===== config.mk =====
export PLATFORM = sky130hd
export DESIGN_NAME = lsu_ram_master
export DESIGN_NICKNAME = d
export VERILOG_FILES = /design/src/rtl/lsu_ram_master.sv
export SDC_FILE = /design/constraint.sdc
export NUM_CORES = 1
export LEC_CHECK = 0
export CORE_ASPECT_RATIO = 1.25
export CORE_MARGIN = 3
export CORE_UTILIZATION = 35
export CTS_CLUSTER_DIAMETER = 80
export CTS_CLUSTER_SIZE = 12
export DETAILED_ROUTE_END_ITERATION = 6
export PLACE_DENSITY = 0.76
export SLEW_MARGIN = 30
export SYNTH_ARGS = -nofsm -noshare
export SYNTH_HDL_FRONTEND = slang
export SYNTH_SLANG_ARGS = --single-unit

===== constraint.sdc =====
create_clock -name clk -period 2.4 [get_ports clk]
set_input_delay 0.72 -clock clk [delete_from_list [all_inputs] [get_ports clk]]
set_output_delay 0.72 -clock clk [all_outputs]
set_load 0.1 [all_outputs]

===== src/rtl/lsu_ram_master.sv =====
// lsu_ram_master
//   Converts single load/store requests into one cycle of access on a
//   byte-enabled, word-addressed synchronous RAM, and returns a one-cycle
//   response. One request is handled at a time.
//
// Ports
//   clk, rstn          : clock (rising edge), asynchronous active-low reset
//   req_valid/ready    : request handshake. A request transfers on a rising
//                        edge where req_valid and req_ready are both high.
//                        req_ready is high only when idle. A request that
//                        arrives while req_ready is low is dropped, not held.
//   req_we, req_size,  : store/load, size (00 byte, 01 half, 10 word,
//   req_unsigned,        11 reserved), zero-extend load, byte address,
//   req_addr, req_wdata  right-aligned store data
//   resp_valid/err/    : one-cycle response pulse, error flag, load result
//   resp_rdata
//   wen/w_addr/w_data  : RAM write port (byte enables, word address, data)
//   ren/r_addr/r_data  : RAM read port. r_data is valid the cycle after ren.
//   fsm_state          : current FSM state, for observation only
//                        (0 IDLE, 1 ACCESS, 2 RESP, 3 ERR)
module lsu_ram_master #(
    parameter int DW = 32,
    parameter int AW = 32
) (
    input  logic          clk,
    input  logic          rstn,
    input  logic          req_valid,
    output logic          req_ready,
    input  logic          req_we,
    input  logic [1:0]    req_size,
    input  logic          req_unsigned,
    input  logic [AW-1:0] req_addr,
    input  logic [DW-1:0] req_wdata,
    output logic          resp_valid,
    output logic [DW-1:0] resp_rdata,
    output logic          resp_err,
    output logic [3:0]    wen,
    output logic [AW-1:0] w_addr,
    output logic [DW-1:0] w_data,
    output logic          ren,
    output logic [AW-1:0] r_addr,
    input  logic [DW-1:0] r_data,
    output logic [1:0]    fsm_state
);

    typedef enum logic [1:0] {
        IDLE   = 2'd0,
        ACCESS = 2'd1,
        RESP   = 2'd2,
        ERR    = 2'd3
    } state_t;

    state_t state, state_next;

    // Request fields kept for the response cycle.
    logic       q_we;
    logic [1:0] q_size;
    logic       q_unsigned;
    logic [1:0] q_lane;

    logic          accept;
    logic          bad_req;
    logic [3:0]    store_mask;
    logic [DW-1:0] store_data;
    logic [AW-1:0] word_addr;
    logic [DW-1:0] load_data;
    logic [7:0]    load_byte;
    logic [15:0]   load_half;

    assign accept    = req_valid && req_ready;
    // Dropping addr[1:0] and zero-filling the top gives the word address.
    assign word_addr = {2'b00, req_addr[AW-1:2]};

    // Reserved size or misaligned half/word is rejected without RAM access.
    always_comb begin
        bad_req = 1'b0;
        case (req_size)
            2'b00:   bad_req = 1'b0;
            2'b01:   bad_req = req_addr[0];
            2'b10:   bad_req = (req_addr[1:0] != 2'b00);
            default: bad_req = 1'b1;
        endcase
    end

    // Store lanes: the data is replicated across the word so that the
    // enabled lanes always carry the right bytes, whatever the offset.
    always_comb begin
        store_mask = 4'b0000;
        store_data = req_wdata;
        case (req_size)
            2'b00: begin
                store_mask = 4'(4'b0001 << req_addr[1:0]);
                store_data = {4{req_wdata[7:0]}};
            end
            2'b01: begin
                store_mask = 4'(4'b0011 << req_addr[1:0]);
                store_data = {2{req_wdata[15:0]}};
            end
            default: begin
                store_mask = 4'b1111;
                store_data = req_wdata;
            end
        endcase
    end

    // Load lane selection and extension, from the read data returned in RESP.
    always_comb begin
        load_byte = 8'h00;
        case (q_lane)
            2'd0:    load_byte = r_data[7:0];
            2'd1:    load_byte = r_data[15:8];
            2'd2:    load_byte = r_data[23:16];
            default: load_byte = r_data[31:24];
        endcase
        load_half = q_lane[1] ? r_data[31:16] : r_data[15:0];
        case (q_size)
            2'b00:   load_data = {{24{load_byte[7]  && !q_unsigned}}, load_byte};
            2'b01:   load_data = {{16{load_half[15] && !q_unsigned}}, load_half};
            default: load_data = r_data;
        endcase
    end

    // Next state.
    always_comb begin
        state_next = state;
        case (state)
            IDLE:    if (req_valid) state_next = bad_req ? ERR : ACCESS;
            ACCESS:  state_next = RESP;
            RESP:    state_next = IDLE;
            ERR:     state_next = IDLE;
            default: state_next = IDLE;
        endcase
    end

    // Handshake and response outputs decode directly from the state, so an
    // asynchronous reset clears them at once.
    always_comb begin
        req_ready  = (state == IDLE);
        resp_valid = (state == RESP) || (state == ERR);
        resp_err   = (state == ERR);
        resp_rdata = '0;
        if (state == RESP && !q_we) resp_rdata = load_data;
    end

    assign fsm_state = state;

    always_ff @(posedge clk or negedge rstn) begin
        if (!rstn) begin
            state      <= IDLE;
            q_we       <= 1'b0;
            q_size     <= 2'b00;
            q_unsigned <= 1'b0;
            q_lane     <= 2'b00;
            wen        <= 4'b0000;
            ren        <= 1'b0;
            w_addr     <= '0;
            r_addr     <= '0;
            w_data     <= '0;
        end else begin
            state <= state_next;
            // Strobes last exactly the ACCESS cycle; addresses/data hold.
            wen   <= 4'b0000;
            ren   <= 1'b0;
            if (accept) begin
                q_we       <= req_we;
                q_size     <= req_size;
                q_unsigned <= req_unsigned;
                q_lane     <= req_addr[1:0];
                if (!bad_req) begin
                    w_addr <= word_addr;
                    r_addr <= word_addr;
                    if (req_we) begin
                        wen    <= store_mask;
                        w_data <= store_data;
                    end else begin
                        ren <= 1'b1;
                    end
                end
            end
        end
    end

endmodule


==> After elaboration in Yosys (flattened, before gate mapping) <==
Cells that the tools add are included.
{ "classes": {"reduce_logical": 15, "n_shift": 2, "eq_ne": 9, "mux": 16, "n_bitwise": 1} }
{ "ops": {"columns": ["cell", "count"], "rows": [
  ["case mux 32 bit (2 select lines)", 2],
  ["2-to-1 mux 32 bit", 1],
  ["case mux 8 bit (3 select lines)", 1],
  ["2-to-1 mux 16 bit", 1],
  ["2-to-1 mux 4 bit", 3],
  ["== test 2 x 1 -> 1 bit (second input constant)", 4],
  ["== test 2 bit (second input constant)", 4],
  ["zero test 2 bit", 4],
  ["case mux 4 bit (2 select lines)", 1],
  ["case mux 2 bit (3 select lines)", 1],
  ["logical AND 1 bit", 4],
  ["2-to-1 mux 2 bit", 2],
  ["left shift 1 x 2 -> 4 bit (first input constant)", 1],
  ["left shift 2 x 2 -> 4 bit (first input constant)", 1],
  ["2-to-1 mux 1 bit", 3],
  ["case mux 1 bit (3 select lines)", 1],
  ["AND reduction 3 bit", 1],
  ["zero test 1 bit", 2],
  ["inequality test 2 bit (second input constant)", 1],
  ["AND reduction 2 bit", 1],
  ["nonzero test 2 bit", 1],
  ["OR reduction 2 bit", 1],
  ["logical OR 1 bit", 1],
  ["NOT 1 bit", 1]
]} }
{ "totals": {"word_cells": 52, "register_bits": 75, "inputBits": 103} }

==> Depth between registers and ports, before layout <==
{ "depth": {"word_depth": 5, "mapped_depth": 7, "depth_no_buf": 4} }

==> Least setup slack after synthesis <==
OpenSTA, ideal clock, no wires.
{ "synth_path": {"path_kind": "flip-flop to output port", "startpoint": "register state[1], in the netlist fsm_state[1]", "endpoint": "output port resp_rdata[7]", "path_buffers": 0, "stages_incl_launch_ff": 4, "required_time_ps": 1680, "t_arrival_ps": 3831, "path_slack_ps": -2151, "path_cell_list": "dfrtp_1 -> nor3b_4 -> o21ai_0 -> a211oi_1"} }
{ "synth_via": {"elab_chain_len": 3} }
{ "synth_lines": {"columns": ["item", "line_no", "source"], "rows": [
  ["start, declared", "53", "state_t state, state_next;"],
  ["start signal, assigned", "160", "state <= state_next;"],
  ["== test 2 bit", "142", "if (state == RESP && !q_we) resp_rdata = load_data;"],
  ["logical AND 1 bit", "142", null],
  ["2-to-1 mux 32 bit", "142", null],
  ["end, declared", "35", "output logic [DW-1:0] resp_rdata,"]
]} }
Every way passes these cells.

==> Worst setup path after layout <==
{ "layout_path": {"startpoint": "input port r_data[15]", "endpoint": "output port resp_rdata[23]"} }
{ "layout_via": {"elab_chain_len": 4, "elab_cells_between_ends": 6, "cone_classes": "4 x mux; 2 x reduce/logical"} }
{ "layout_lines": {"columns": ["item", "line_no", "source"], "rows": [
  ["start, declared", "42", "input logic [DW-1:0] r_data,"],
  ["case mux 8 bit (3 select lines) / 2-to-1 mux 16 bit (equally long branches)", "109, 115", null],
  ["logical AND 1 bit, on equally long branches", "117, 118", null],
  ["case mux 32 bit (2 select lines) (*)", "116", "case (q_size)"],
  ["2-to-1 mux 32 bit (*)", "142", null]
]} }
Every way passes the cells marked *; elsewhere a longest branch is shown, timed or not.

==> impl_metrics.yaml <==
run_status:
  run_status: "finished, violations left"
  violations: "setup timing"
global_route:
  overflow: 0
  grt_max_degree: 47
  grt_pass1_vias: 4298
  grt_pass1_wl_um: 22700
  antenna_found_initial: 0
  track_usage: 0.224
sta:
  worstMarginPinSlew_ns: 0.610
  setup_viol_count_final: 32
  fin_crit_ns: 2.75
  rsz0062_at_grt: "true"
  slew_violations: 0
  hold_viol: 0
  max_slew_margin: 0.593
  fin_worst_skew_ns: 0.00642
  fin_crit_sh: 1.15
  setup_ws_ns: -0.352
  fmax_ghz: 0.363
setup_path:
  crit_fanout: 8
  critPathRequiredTime_ns: 1.68
  worst-setup-path-type: "in -> out"
  r2r_slack_ns: 0.69
  cp-start-kind: "input port"
  slowest_delay_ns: 0.26
  end_kind: "output port"
  cpMaxStageDelayCell: "mux2_4"
  crit_chain: "buf_6, mux2_4, and3_4, o2111ai_4, buf_12, nand2_8, buf_12"
  worst_path_most_repeated_cell: "buf_12"
  arrival_ns: 2.03
detailed_routing:
  ant_nets: 0
  route.detailed.drc: 0
  via_per_inst: 5.10
  num_vias: 4143
  routed_wl_um: 15500
  wl_per_cell_um: 19.1
  drt-initial-drc-count: 96
  dr.pass1.iters: 4
cells_and_area:
  area_delta_synth_final_pct: 94.9
  ff_latch_area_sq_um: 1890
  multiInputGateArea_sq_um: 2440
  drive_gt1_frac: 0.514
  diodes: 0
  fin_nets: 775
  fill_cells: 793
  fin_area_sq_um: 8010
logic_synthesis:
  synth-compound-area-share: 0.120
  syn_area_per_cell_sq_um: 10.0
  netlist_area_sq_um: 4110
  yosysUniqueCellTypes: 35
  yosys.area_share.xor_xnor: 0.00213
  synth_fa_ha_area_frac: 0
  synth_top_family_by_area: "multiplexers"
  synth-seq-cells: 75
  synthMuxAreaShare: 0.197
  seq_area_frac_synth: 0.456
  synthSimpleGateAreaFrac: 0.119
  yosysWarningCount: 0
  syn_inst: 410
floorplanning:
  coreArea_sq_um: 11300
  io-pin-count: 241
  rows: 43
  die_w_um: 103
  initial_core_util: 0.364
  die_area_sq_um: 13100
  die_y_um: 127
clock_network:
  cts_tree: "built"
  clock_sinks: 75
  clock_insertion_delay_worst_skew_ns: 0.33
  cts_buffers: 9
  htreeDepth: 3
  root_buffer: "clkbuf_16"
  clockBufferDepth: 2
  path_clk_slew_ns: 0.06
  ctsHoldBuffers: 0
min_path:
  hold_path_class: "in -> async"
placed_design:
  dpl-instance-area_sq_um: 7230
  place_hpwl_um: 11400
  dp_slack_ns: -0.826
  gp_congestion: 0.870
  port_buffers: 236
run:
  drv_cap: 0
[timing repair]
item,4_1_cts,5_1_grt
setup endpoints to repair,32,32
buffers inserted,11,12
pin swaps,30,8
cloned,0,2
gates resized for setup,99,30
[registers in the layout (all words and copies together), names as in the netlist]
signal      flops
fsm_state       2
w_data         32
wen             4
q_unsigned      1
w_addr         30
ren             1
q_we            1
q_size          2
q_lane          2
[per-stage QoR]
stage                     std cells  utilization  hold WS [ns]  TNS, ns
after detailed placement        779        0.640         0.478   -21.64
after global routing            812        0.709         0.325   -10.28
after global placement          779        0.640         0.462   -19.28
final                           812        0.709         0.321    -8.85
after floorplan                 413            -         0.424    -7.30
after CTS                       802        0.690         0.319    -8.49
[layout by cell type, fill, tap and decap left out, types with 4 or more instances in the layout]
master	count
mux2_4	10
nand2_8	8
o21ai_0	34
o21ai_2	4
dfrtp_1	71
nand3b_1	7
o21ai_4	7
clkbuf_16	11
nand2_4	9
clkdlybuf4s50_1	77
a21oi_1	11
o21ai_1	10
a21oi_4	16
nand2_1	44
mux2i_1	24
buf_4	144
nand2_2	8
nor2_1	14
conb_1	4
dlygate4sd2_1	19
mux2_2	37
buf_12	45
buf_6	18
[area by class of cell]
| type | instances | share of cell area |
|---|---|---|
| Clock inverter | 5 | 0.00750 |
| Tap cell | 135 | 0.0211 |
| Inverter | 4 | 0.00234 |
| Sequential cell | 75 | 0.235 |
| Timing Repair Buffer | 308 | 0.399 |
| Multi-Input combinational cell | 274 | 0.305 |
| Clock buffer | 11 | 0.0303 |
[synth_stat cells]
cell | count | area (sq um)
inv_2 | 1 | 3.75
mux2i_1 | 26 | 260
o211ai_2 | 1 | 12.5
or3_1 | 1 | 6.26
xor2_1 | 1 | 8.76
inv_1 | 3 | 11.3
mux2_2 | 45 | 507
or2_2 | 1 | 6.26
and2_1 | 2 | 12.5
o21ai_2 | 1 | 8.76
nand3b_1 | 7 | 52.6
dfrtp_1 | 75 | 1880
nor2_1 | 15 | 56.3
a211oi_1 | 3 | 22.5
nor2_2 | 1 | 6.26
and3_1 | 1 | 6.26
a22oi_1 | 1 | 7.51
buf_6 | 5 | 56.3
clkbuf_1 | 9 | 33.8
buf_2 | 7 | 35.0
a21oi_1 | 27 | 135
nor3_4 | 1 | 16.3
mux2_1 | 1 | 11.3
o2111ai_2 | 1 | 15.0
mux2_4 | 2 | 30.0
nor2b_1 | 1 | 6.26
nor3b_4 | 2 | 37.5
o21ai_0 | 54 | 270
conb_1 | 1 | 3.75
a2111oi_0 | 1 | 8.76
nand2_1 | 69 | 259
nor3_1 | 2 | 10.0
o22ai_2 | 1 | 12.5
nand2b_1 | 2 | 12.5
buf_4 | 39 | 293
[worst max-delay path: cells and delay by family]
| kind | cells | cell delay (ns) |
|---|---|---|
| multiplexers | 1 | 0.26 |
| buffers and inverters | 3 | 0.52 |
| AO/OA/AOI/OAI | 1 | 0.26 |
| AND/OR/NAND/NOR | 2 | 0.26 |
[worst paths after layout]
check / cells after the start / end / start
max in group asynchronous: 2 / w_addr[0]$_DFFE_PN0P_ / rstn
min in group clk: 2 / w_data[29]$_DFFE_PN0P_ / w_data[29]$_DFFE_PN0P_
max: 7 / resp_rdata[23] / r_data[15]
max reg2reg: 5 / w_addr[22]$_DFFE_PN0P_ / fsm_state[0]$_DFFE_PN0P_
min: 1 / w_addr[5]$_DFFE_PN0P_ / rstn
min reg2reg: 2 / w_data[29]$_DFFE_PN0P_ / w_data[29]$_DFFE_PN0P_
[routing by layer]
metal,routed length (um),vias to the layer above,GRT usage
met2,8070,194,0.379
li1,-,1896,-
met1,5670,2010,0.252
met4,723,0,0.112
met5,0,-,0
met3,1080,43,0.0661
[cell families after synthesis]
kind of cell           count (synthesis)
XOR/XNOR                               1
buffers and inverters                 64
AO/OA/AOI/OAI                         90
flip-flops                            75
multiplexers                          74
other                                  1
AND/OR/NAND/NOR                      105
Power is not shown: default switching activity piles up to over one toggle a cycle in this logic, so the estimate is an artifact.
